==> src/rtl/mem_pkg.sv <==
// Shared definitions for the memory access unit.
//   state_t   : access sequencer states (IDLE / RD / WR / RESP)
//   BSEL_*    : encodings of the bsel request input
//   lane_of   : byte-lane index of a byte address
package mem_pkg;

    typedef enum logic [1:0] {
        ST_IDLE = 2'd0,
        ST_RD   = 2'd1,
        ST_WR   = 2'd2,
        ST_RESP = 2'd3
    } state_t;

    localparam logic BSEL_WORD = 1'b0;
    localparam logic BSEL_BYTE = 1'b1;

    // Little-endian lane: lane 0 is bits 7:0 of the word.
    function automatic logic [1:0] lane_of(input logic [31:0] a);
        return a[1:0];
    endfunction

endpackage

==> src/rtl/byte_lane.sv <==
// Combinational byte-lane extract / merge.
//   word      : 32-bit source word
//   lane      : byte lane (0 = bits 7:0)
//   byte_data : replacement byte for the merge
//   ext_byte  : byte found in the selected lane of word
//   merged    : word with the selected lane replaced by byte_data
module byte_lane (
    input  logic [31:0] word,
    input  logic [1:0]  lane,
    input  logic [7:0]  byte_data,
    output logic [7:0]  ext_byte,
    output logic [31:0] merged
);

    always_comb begin
        ext_byte = word[7:0];
        case (lane)
            2'd0: ext_byte = word[7:0];
            2'd1: ext_byte = word[15:8];
            2'd2: ext_byte = word[23:16];
            2'd3: ext_byte = word[31:24];
            default: ext_byte = word[7:0];
        endcase
    end

    genvar gi;
    generate
        for (gi = 0; gi < 4; gi++) begin : g_lane
            assign merged[gi*8 +: 8] = (lane == 2'(gi)) ? byte_data : word[gi*8 +: 8];
        end
    endgenerate

endmodule

==> src/rtl/mem_access_unit.sv <==
// Load/store sequencer in front of a word-wide memory with combinational read.
// Word loads/stores take one memory cycle; byte stores are done as a
// read-modify-write so the other three lanes are preserved.
//   clk, reset (async, active-low)
//   req/wr/bsel/addr/wdata : request, accepted only while ready=1
//   ready  : idle, can accept a request
//   done   : one-cycle completion pulse; err qualifies it (access rejected)
//   rdata  : last successful load result
//   mem_we/mem_a/mem_wd/mem_rd : memory port (word-aligned byte address)
module mem_access_unit #(
    parameter int DEPTH_WORDS = 64
) (
    input  logic        clk,
    input  logic        reset,
    input  logic        req,
    input  logic        wr,
    input  logic        bsel,
    input  logic [31:0] addr,
    input  logic [31:0] wdata,
    output logic        ready,
    output logic        done,
    output logic        err,
    output logic [31:0] rdata,
    output logic        mem_we,
    output logic [31:0] mem_a,
    output logic [31:0] mem_wd,
    input  logic [31:0] mem_rd
);
    import mem_pkg::*;

    state_t      state_reg;
    logic        armed_reg;     // low only until the first edge after reset release
    logic        wr_reg;
    logic        bsel_reg;
    logic [31:0] addr_reg;
    logic [31:0] wdata_reg;
    logic [31:0] buf_reg;       // RMW merge buffer
    logic [31:0] rdata_reg;
    logic        done_reg;
    logic        err_reg;

    logic        misaligned;
    logic        out_of_range;
    logic [31:0] lane_word;
    logic [7:0]  lane_byte;
    logic [31:0] lane_merged;

    assign misaligned   = (bsel == BSEL_WORD) && (addr[1:0] != 2'b00);
    assign out_of_range = ({2'b00, addr[31:2]} >= 32'(DEPTH_WORDS));

    // One lane unit serves both paths: in RD it extracts from the live read
    // data (byte load), in WR it merges into the buffered word (byte store).
    assign lane_word = (state_reg == ST_RD) ? mem_rd : buf_reg;

    byte_lane u_byte_lane (
        .word      (lane_word),
        .lane      (lane_of(addr_reg)),
        .byte_data (wdata_reg[7:0]),
        .ext_byte  (lane_byte),
        .merged    (lane_merged)
    );

    always_ff @(posedge clk or negedge reset) begin
        if (!reset) begin
            state_reg <= ST_IDLE;
            armed_reg <= 1'b0;
            wr_reg    <= 1'b0;
            bsel_reg  <= 1'b0;
            addr_reg  <= '0;
            wdata_reg <= '0;
            buf_reg   <= '0;
            rdata_reg <= '0;
            done_reg  <= 1'b0;
            err_reg   <= 1'b0;
        end else begin
            armed_reg <= 1'b1;
            done_reg  <= 1'b0;
            err_reg   <= 1'b0;
            case (state_reg)
                ST_IDLE: begin
                    if (req && armed_reg) begin
                        wr_reg    <= wr;
                        bsel_reg  <= bsel;
                        addr_reg  <= addr;
                        wdata_reg <= wdata;
                        if (misaligned || out_of_range) begin
                            state_reg <= ST_RESP;
                            done_reg  <= 1'b1;
                            err_reg   <= 1'b1;
                        end else if (wr && (bsel == BSEL_WORD)) begin
                            state_reg <= ST_WR;
                        end else begin
                            state_reg <= ST_RD;
                        end
                    end
                end
                ST_RD: begin
                    if (wr_reg) begin
                        buf_reg   <= mem_rd;
                        state_reg <= ST_WR;
                    end else begin
                        rdata_reg <= (bsel_reg == BSEL_BYTE) ? {24'b0, lane_byte} : mem_rd;
                        state_reg <= ST_RESP;
                        done_reg  <= 1'b1;
                    end
                end
                ST_WR: begin
                    state_reg <= ST_RESP;
                    done_reg  <= 1'b1;
                end
                ST_RESP: begin
                    state_reg <= ST_IDLE;
                end
                default: begin
                    state_reg <= ST_IDLE;
                end
            endcase
        end
    end

    // Memory-side signals are pure decodes of registered state so they fall
    // to their idle values the instant reset is asserted.
    always_comb begin
        mem_wd = '0;
        if (state_reg == ST_WR) begin
            mem_wd = (bsel_reg == BSEL_BYTE) ? lane_merged : wdata_reg;
        end
    end

    assign mem_we = (state_reg == ST_WR);
    assign mem_a  = (state_reg == ST_IDLE) ? 32'd0 : {addr_reg[31:2], 2'b00};
    assign ready  = (state_reg == ST_IDLE);
    assign done   = done_reg;
    assign err    = err_reg;
    assign rdata  = rdata_reg;

endmodule
==> config.mk <==
export PLATFORM = sky130hd
export DESIGN_NAME = mem_access_unit
export DESIGN_NICKNAME = d
export VERILOG_FILES = /design/src/rtl/mem_pkg.sv /design/src/rtl/byte_lane.sv /design/src/rtl/mem_access_unit.sv
export SDC_FILE = /design/constraint.sdc
export NUM_CORES = 1
export LEC_CHECK = 0
export CORE_MARGIN = 2
export CORE_UTILIZATION = 25
export DETAILED_ROUTE_END_ITERATION = 16
export REMOVE_ABC_BUFFERS = 1
export SETUP_SLACK_MARGIN = 0.5
export SKIP_CTS_REPAIR_TIMING = 1
export SLEW_MARGIN = 10
export SYNTH_ARGS = -nofsm -noshare
export SYNTH_HDL_FRONTEND = slang
export SYNTH_SLANG_ARGS = --single-unit
==> constraint.sdc <==
create_clock -name clk -period 2.16 [get_ports clk]
set_input_delay 0.324 -clock clk [delete_from_list [all_inputs] [get_ports clk]]
set_output_delay 0.324 -clock clk [all_outputs]
set_load 0.1 [all_outputs]
==> metrics.txt, run 1 <==
status=finished, violations left; failing checks=negative setup slack; clk_skew=0.00993 ns; area leader, netlist=dfrtp_1; CP Max Fanout=6; Final Cycle Share=1.15; Antenna Cells=0; HP Class=input pin to asynchronous set/reset pin; Setup crit start kind=flip-flop; top cells by area, synth=dfrtp_1, mux2_2, nand2_1; first-pass GRT wire length=34.7 mm; DRC viols=0; Placer Congestion=0.738; layout cells sized above 1=0.441; CP required=1.84 ns; busiest grt layer=met2; clk buf depth=2; Vias=5702; reg-to-reg startpoint=state_reg[0]; Reg2Reg Setup Slack=0.13 ns; vias in the first global route=5843; Slew HR=0.615; Final Worst Setup Slack=-0.314 ns; Global Route Usage Sum=0.159; Yosys top cell area share=0.489; Setup crit start=state_reg[0]; drt first-iter violations=203; Setup CP Type=flip-flop to primary output; Setup Viol. Count Final=32; Die ar.=29000 um2; CTS buffer count=17; Slew @ Worst Pin=0.578 ns; Root Driver=clkbuf_16; Top-Level Pins=201; Clock Latency Late Sink=0.43 ns; synthesized area=6910 um2; hpwl dp=16.2 mm; Peak Freq=404 MHz; CTS tree=yes; Synth Area per Inst=11.0 um2; CP Capture Type=primary output; YS warnings=0; max-slew violations=0; cells after synthesis=631; Via density=4.65; flops & latches, synth=135; # clock sinks=135; crit path time final=2.47 ns; H-tree lvl count=4; reg2reg path depth=7; RSZ-0062 raised after global routing=true; Initial Utilization=0.256; total of max-cap violations=0; GR met2 Demand/Resource=0.260; ANT nets after route=0; Post-Route Utilization=0.442; core area=27000 um2; largest net degree at the start of global routing=53; met1 usage=0.199; number of nets in the layout=979; Fin. Hold Viols=0; Worst Path Arrival=2.15 ns; sequential area share after synthesis=0.489; initial antenna violation count=0; Clock transition at path regs=0.06 ns; detailed-route wire length=24.9 mm; Die Y-Extent=170 um; Pre-antenna DRT Iters=4; I/O Buffers=198; row cnt=60; GR Overflow Total=0; r2r endpoint=wdata_reg[7]; Netlist cell types=37; Layout area overhead=72.7%; die span in x=170 um; met3 usage in global routing=0.0616; WL/cell=20.3 um
## synthesized netlist by cell type
library cell    n
dfrtp_1       135
nand2_1       100
mux2_2         98
nand2b_1       35
nor2b_1        35
mux2i_1        32
a21boi_0       25
clkbuf_1       24
nand3b_1       24
o211ai_1       24
buf_2          15
nor2_1         10
nand4_1         9
a22oi_1         8
a31oi_1         8
o211a_1         8
buf_4           5
ha_1            5
nor4_1          5
buf_6           3
clkbuf_2        3
conb_1          2
inv_1           2
o21ai_0         2
or4_1           2
a21oi_1         1
a41oi_1         1
and2_1          1
and3_1          1
nand3_1         1
nor2_2          1
nor3_2          1
nor3b_1         1
o21ai_1         1
o21bai_1        1
o31ai_1         1
or3_1           1
## layout make-up
cell class,instances,area [um2]
Clock buffer,19,453
Clock inverter,12,153
Fill cell,2504,15100
Inverter,2,10.0
Multi-Input combinational cell,445,3960
Sequential cell,135,3380
Tap cell,341,427
Timing Repair Buffer,272,3550
## critical path, stage by stage, from the launching register on
cell and delay (ns):
dfrtp_2 0.44, ha_4 0.21, buf_12 0.13, clkbuf_16 0.15, mux2i_4 0.19, nand2_1 0.07, o211ai_1 0.12, a21boi_2 0.21
buf_12 0.20
## layout by cell type, fill, tap and decap left out, types with 7 or more instances in the layout
master	synthesis	layout
o211ai_1	24	24
nand4_1	9	9
buf_6	3	10
mux2i_2	0	15
buf_12	0	81
a22oi_1	8	7
mux2_2	98	65
a21boi_1	0	7
mux2i_1	32	9
clkbuf_16	0	27
nand2_1	100	99
nor2_1	10	9
o211a_1	8	8
nor2b_4	0	33
mux2_4	0	33
dfrtp_1	135	132
mux2i_4	0	8
a31oi_1	8	8
buf_4	5	68
nand2b_1	35	35
a21boi_2	0	17
nand3b_1	24	24
clkdlybuf4s50_1	0	99
## logic make-up after synthesis
logic type               Yosys count  synth area share
AO/OA/AOI/OAI                     80            0.0870
adder cells (fa/ha/maj)            5           0.00905
buffers and inverters             52            0.0375
flip-flops                       135             0.489
multiplexers                     130             0.206
other                              2           0.00109
AND/OR/NAND/NOR                  227             0.171
## layer usage
layer / routed length (um) / vias up / part of all wire
met5: 0 / - / 0
met4: 237 / 0 / 0.0095
met3: 1850 / 15 / 0.074
met2: 11900 / 169 / 0.48
met1: 11000 / 2834 / 0.44
li1: - / 2684 / -
## metrics by stage
step                hold slack (ns)  TNS, ns  instances  worst slack, ns  area (um2)
floorplan                    0.0284  -273.76        582            -2.52        6670
global placement              0.297   -0.143       1161          -0.0588       10100
detailed placement            0.302  -0.0946       1161          -0.0393       10100
CTS                          -0.159   -14.07       1192           -0.511       10700
global route                  0.422   -10.49       1226           -0.399       11900
finish                        0.406    -6.66       1226           -0.314       11900
## worst max-delay path by stage
| stage | endpoint | slack [ns] |
|---|---|---|
| floorplan | mem_wd[16] | -2.52 |
| global placement | mem_wd[8] | -0.06 |
| detailed placement | mem_wd[13] | -0.04 |
| CTS | mem_wd[8] | -0.51 |
| global route | mem_wd[18] | -0.40 |
| finish | mem_wd[18] | -0.31 |
Power of run 1 is left out: the tool's default activity adds up to more than one toggle a clock period on the data nets, which glitch-free logic cannot reach.
==> run 2: changes to the inputs <==
- PLACE_DENSITY: unset -> 0.53
==> run 2 against run 1 <==
The flow still finishes with violations (negative setup slack); critical path depth rose by 1; critical endpoint unchanged; count of clock-buffer cells in the layout increased by 1; first-iteration DRC count is 2.5% higher; final cell count increased by 0.16%; global-route usage increased by 0.10 points; die area did not move; non-clock buffer count grew 4; flip-flop and latch count stayed put.
==> metrics.txt, run 2 (synthesized netlist as in run 1, its figures left out) <==
Setup crit start kind=flip-flop; most frequent cells in the layout=dfrtp_1, nand2_1, clkdlybuf4s50_1; number of nets in the layout=983; cell family with most CP delay=buffers and inverters; CTS tree=yes; initial antenna violation count=0; Die Y-Extent=170 um; Setup Viol. Count Final=32; Initial Utilization=0.256; total of max-cap violations=0; Vias=5840; RSZ-0062 raised after global routing=true; # clock sinks=135; ANT nets after route=0; Layout area overhead=74.0%; hpwl dp=16.4 mm; clk_skew=0.00879 ns; Setup CP Type=flip-flop to primary output; Worst Path Arrival=2.17 ns; layout cells sized above 1=0.441; most frequent CP cell=buf_12; Die ar.=29000 um2; core area=27000 um2; Peak Freq=401 MHz; die span in x=170 um; CP Capture Type=primary output; Slew @ Worst Pin=0.611 ns; flip-flop and latch area=3380 um2; detailed-route wire length=25.5 mm; DRC viols=0; CP required=1.84 ns; Final Worst Setup Slack=-0.337 ns; CP Max Fanout=6; clk buf depth=2; Slowest Stage Delay on Critical Path=0.38 ns; Clock transition at path regs=0.06 ns; status=finished, violations left; Hold WS=0.365 ns; vias in the first global route=5766; max-slew violations=0; CTS buffer count=17; drt first-iter violations=208; Slew HR=0.591; failing checks=negative setup slack; Fin. Hold Viols=0; Top-Level Pins=201; HP Class=input pin to asynchronous set/reset pin; Worst Path Buf+Inv=4; Pre-antenna DRT Iters=4; Critical-path top delay cell=dfrtp_1; GR Overflow Total=0; WL/cell=20.8 um; Via density=4.76; Global Route Usage Sum=0.160; row cnt=60; I/O Buffers=198; crit path time final=2.50 ns; Final Cycle Share=1.16; largest net degree at the start of global routing=45; first-pass GRT wire length=34.7 mm; footprint of the multi-input gates=4130 um2; CP Cell Sequence=inv_2 > ha_4 > buf_12 > mux2i_1 > nand2_1 > o211ai_1 > a21boi_0 > buf_4 > buf_12; fill cell count=2534; Clock Latency Late Sink=0.42 ns; H-tree lvl count=4; Root Driver=clkbuf_16; commonest non-fill, non-tap cell in the layout=dfrtp_1; Placer Congestion=0.749
## run 2: changes by cell type in the layout (fill, tap and decap cells not counted), moves of 2 or more
cell | before | now
buf_4 | 68 | 74
a21boi_0 | 0 | 4
mux2_2 | 65 | 38
bufinv_16 | 3 | 1
a21boi_2 | 17 | 13
mux2i_4 | 8 | 18
nor2b_2 | 0 | 2
mux2i_1 | 9 | 3
nor2b_4 | 33 | 31
clkbuf_16 | 27 | 24
mux2_4 | 33 | 60
mux2i_2 | 15 | 11
## run 2: area by class of cell
cell class / count / share of cell area
multi-input combinational: 445 / 0.344
timing repair buffer: 276 / 0.294
sequential: 135 / 0.281
clock buffer: 20 / 0.0380
tap: 341 / 0.0355
clock inverter: 8 / 0.00655
inverter: 2 / 0.00104
antenna: 1 / 0.000208
## run 2: routing by layer
layer	part of all wire	vias to the layer above	global-route usage
met3	0.078	21	0.0591
li1	-	2700	-
met5	0	-	0
met2	0.49	181	0.262
met1	0.42	2938	0.197
met4	0.013	0	0.0438
## run 2: worst paths after layout
| kind | start | to | cells after the start | slack, ns |
|---|---|---|---|---|
| setup / recovery | state_reg[1] | mem_wd[18] | 9 | -0.34 |
| hold / removal | reset | wdata_reg[19] | 2 | 0.37 |
| setup reg to reg | state_reg[0] | wdata_reg[3] | 6 | 0.33 |
| hold reg to reg | rdata[26] | rdata[26] | 2 | 0.47 |
| max in group asynchronous | reset | wdata_reg[2] | 3 | 1.16 |
| min in group clk | rdata[26] | rdata[26] | 2 | 0.47 |
## run 2: stage by stage
stage / util / TNS (ns) / cell area, um2 / instances / setup WS (ns)
floorplan: - / -273.76 / 6670 / 582 / -2.52
global placement: 0.376 / -0.272 / 10200 / 1169 / -0.0972
detailed placement: 0.376 / -0.193 / 10200 / 1169 / -0.0688
CTS: 0.396 / -12.31 / 10700 / 1197 / -0.526
global route: 0.445 / -11.31 / 12000 / 1227 / -0.437
finish: 0.445 / -8.46 / 12000 / 1228 / -0.337
Power of run 2 is left out for the same reason.
==> run 3: changes to the inputs <==
- CORE_UTILIZATION: 25 -> 55
- DONT_BUFFER_PORTS: unset -> 1
- PLACE_DENSITY: 0.53 -> 0.75
==> run 3 against run 2 <==
The flow finishes with violations (negative hold slack, negative setup slack); worst setup slack got worse by 0.081 ns; sequential share of layout area up 5.8 points; non-clock buffer count down 145; clock skew decreased by 0.0013 ns; critical path depth decreased by 2; fmax shrank 3.1%; register-to-register slack worse by 0.14 ns; via count down 4.9%.
==> metrics.txt, run 3 (synthesized netlist as in run 1, its figures left out) <==
commonest non-fill, non-tap cell in the layout=dfrtp_1; Top-Level Pins=201; WL/cell=24.0 um; Slowest Stage Delay on Critical Path=0.39 ns; Die Y-Extent=116 um; Clock Latency Late Sink=0.43 ns; Pre-antenna DRT Iters=5; Root Driver=clkbuf_16; hpwl dp=13.6 mm; clk_skew=0.00746 ns; crit path time final=2.58 ns; I/O Buffers=0; Final Cycle Share=1.19; Fin. Hold Viols=135; drt first-iter violations=527; detailed-route wire length=21.9 mm; Slew HR=0.574; first-pass GRT wire length=30.2 mm; reg2reg path depth=6; number of nets in the layout=838; Vias=5552; Initial Utilization=0.569; layout cells sized above 1=0.472; row cnt=40; total of max-cap violations=0; core area=12200 um2; clk buf depth=2; # clock sinks=135; die span in x=116 um; GR Overflow Total=0; Final Worst Setup Slack=-0.418 ns; Clock transition at path regs=0.06 ns; Slew @ Worst Pin=0.638 ns; Placer Congestion=0.889; initial antenna violation count=3; reg-to-reg startpoint=state_reg[0]; RSZ-0062 raised after global routing=true; Die ar.=13500 um2; failing checks=negative hold slack, negative setup slack; Worst Path Arrival=2.25 ns; Global Route Usage Sum=0.295; Final Cell Area=9960 um2; Setup CP Type=flip-flop to primary output; CTS tree=yes; Critical-path top delay cell=dfrtp_1; CP Max Fanout=11; CP required=1.84 ns; CP Capture Type=primary output; Post-Route Utilization=0.819; max-slew violations=0; vias in the first global route=5498; HP Class=input pin to asynchronous set/reset pin; H-tree lvl count=4; DP Area=8740 um2; most frequent cells in the layout=dfrtp_1, nand2_1, mux2_2; Hold WS=-0.403 ns; Via density=6.07; Peak Freq=388 MHz; CTS buffer count=17; cell family with most CP delay=buffers and inverters; Worst Path Buf+Inv=3; Setup crit start kind=flip-flop; r2r endpoint=wdata_reg[17]; Layout area overhead=44.0%; ANT nets after route=0; status=finished, violations left; Reg2Reg Setup Slack=0.19 ns; DRC viols=0; number of cells on the critical path=7; largest net degree at the start of global routing=136; CP Cell Sequence=inv_2 > ha_4 > clkbuf_16 > mux2i_1 > nand2_1 > o211a_1 > buf_12; Setup Viol. Count Final=62
## run 3: cell types whose count changed in the layout (fill, tap and decap cells not counted), sizes merged
cell	change
clkdlybuf4s50	-99
buf	-43
diode	+2
bufinv	+1
clkinvlp	-1
dlygate4sd3	-1
## run 3: final cells by class
| cell class | instances | area, um2 |
|---|---|---|
| Multi-Input combinational cell | 445 | 3780 |
| Tap cell | 168 | 210 |
| Fill cell | 630 | 2200 |
| Clock buffer | 22 | 484 |
| Sequential cell | 135 | 3380 |
| Inverter | 2 | 7.51 |
| Timing Repair Buffer | 131 | 1990 |
| Antenna cell | 3 | 7.51 |
| Clock inverter | 8 | 97.6 |
## run 3: through the flow
step	cells	setup TNS, ns	worst slack, ns
floorplan	582	-273.76	-2.52
global placement	865	0	0.0525
detailed placement	865	-0.188	-0.0583
CTS	895	-12.21	-0.505
global route	914	-15.00	-0.464
finish	914	-11.14	-0.418
## run 3: how the worst max path moves through the flow
stage | startpoint | end | slack [ns]
floorplan | state_reg[1] | mem_wd[16] | -2.52
global placement | state_reg[1] | mem_wd[27] | 0.05
detailed placement | state_reg[1] | mem_wd[26] | -0.06
CTS | state_reg[1] | mem_wd[26] | -0.50
global route | state_reg[1] | mem_wd[19] | -0.46
finish | state_reg[1] | mem_wd[3] | -0.42
## run 3: routing by layer
layer  track usage  up-vias  routed length (um)
met3         0.103       59                2050
met1         0.376     2761                7960
li1              -     2404                   -
met4        0.0913        0                 636
met5             0        -                   0
met2         0.480      328               11300
Power of run 3 is left out for the same reason.
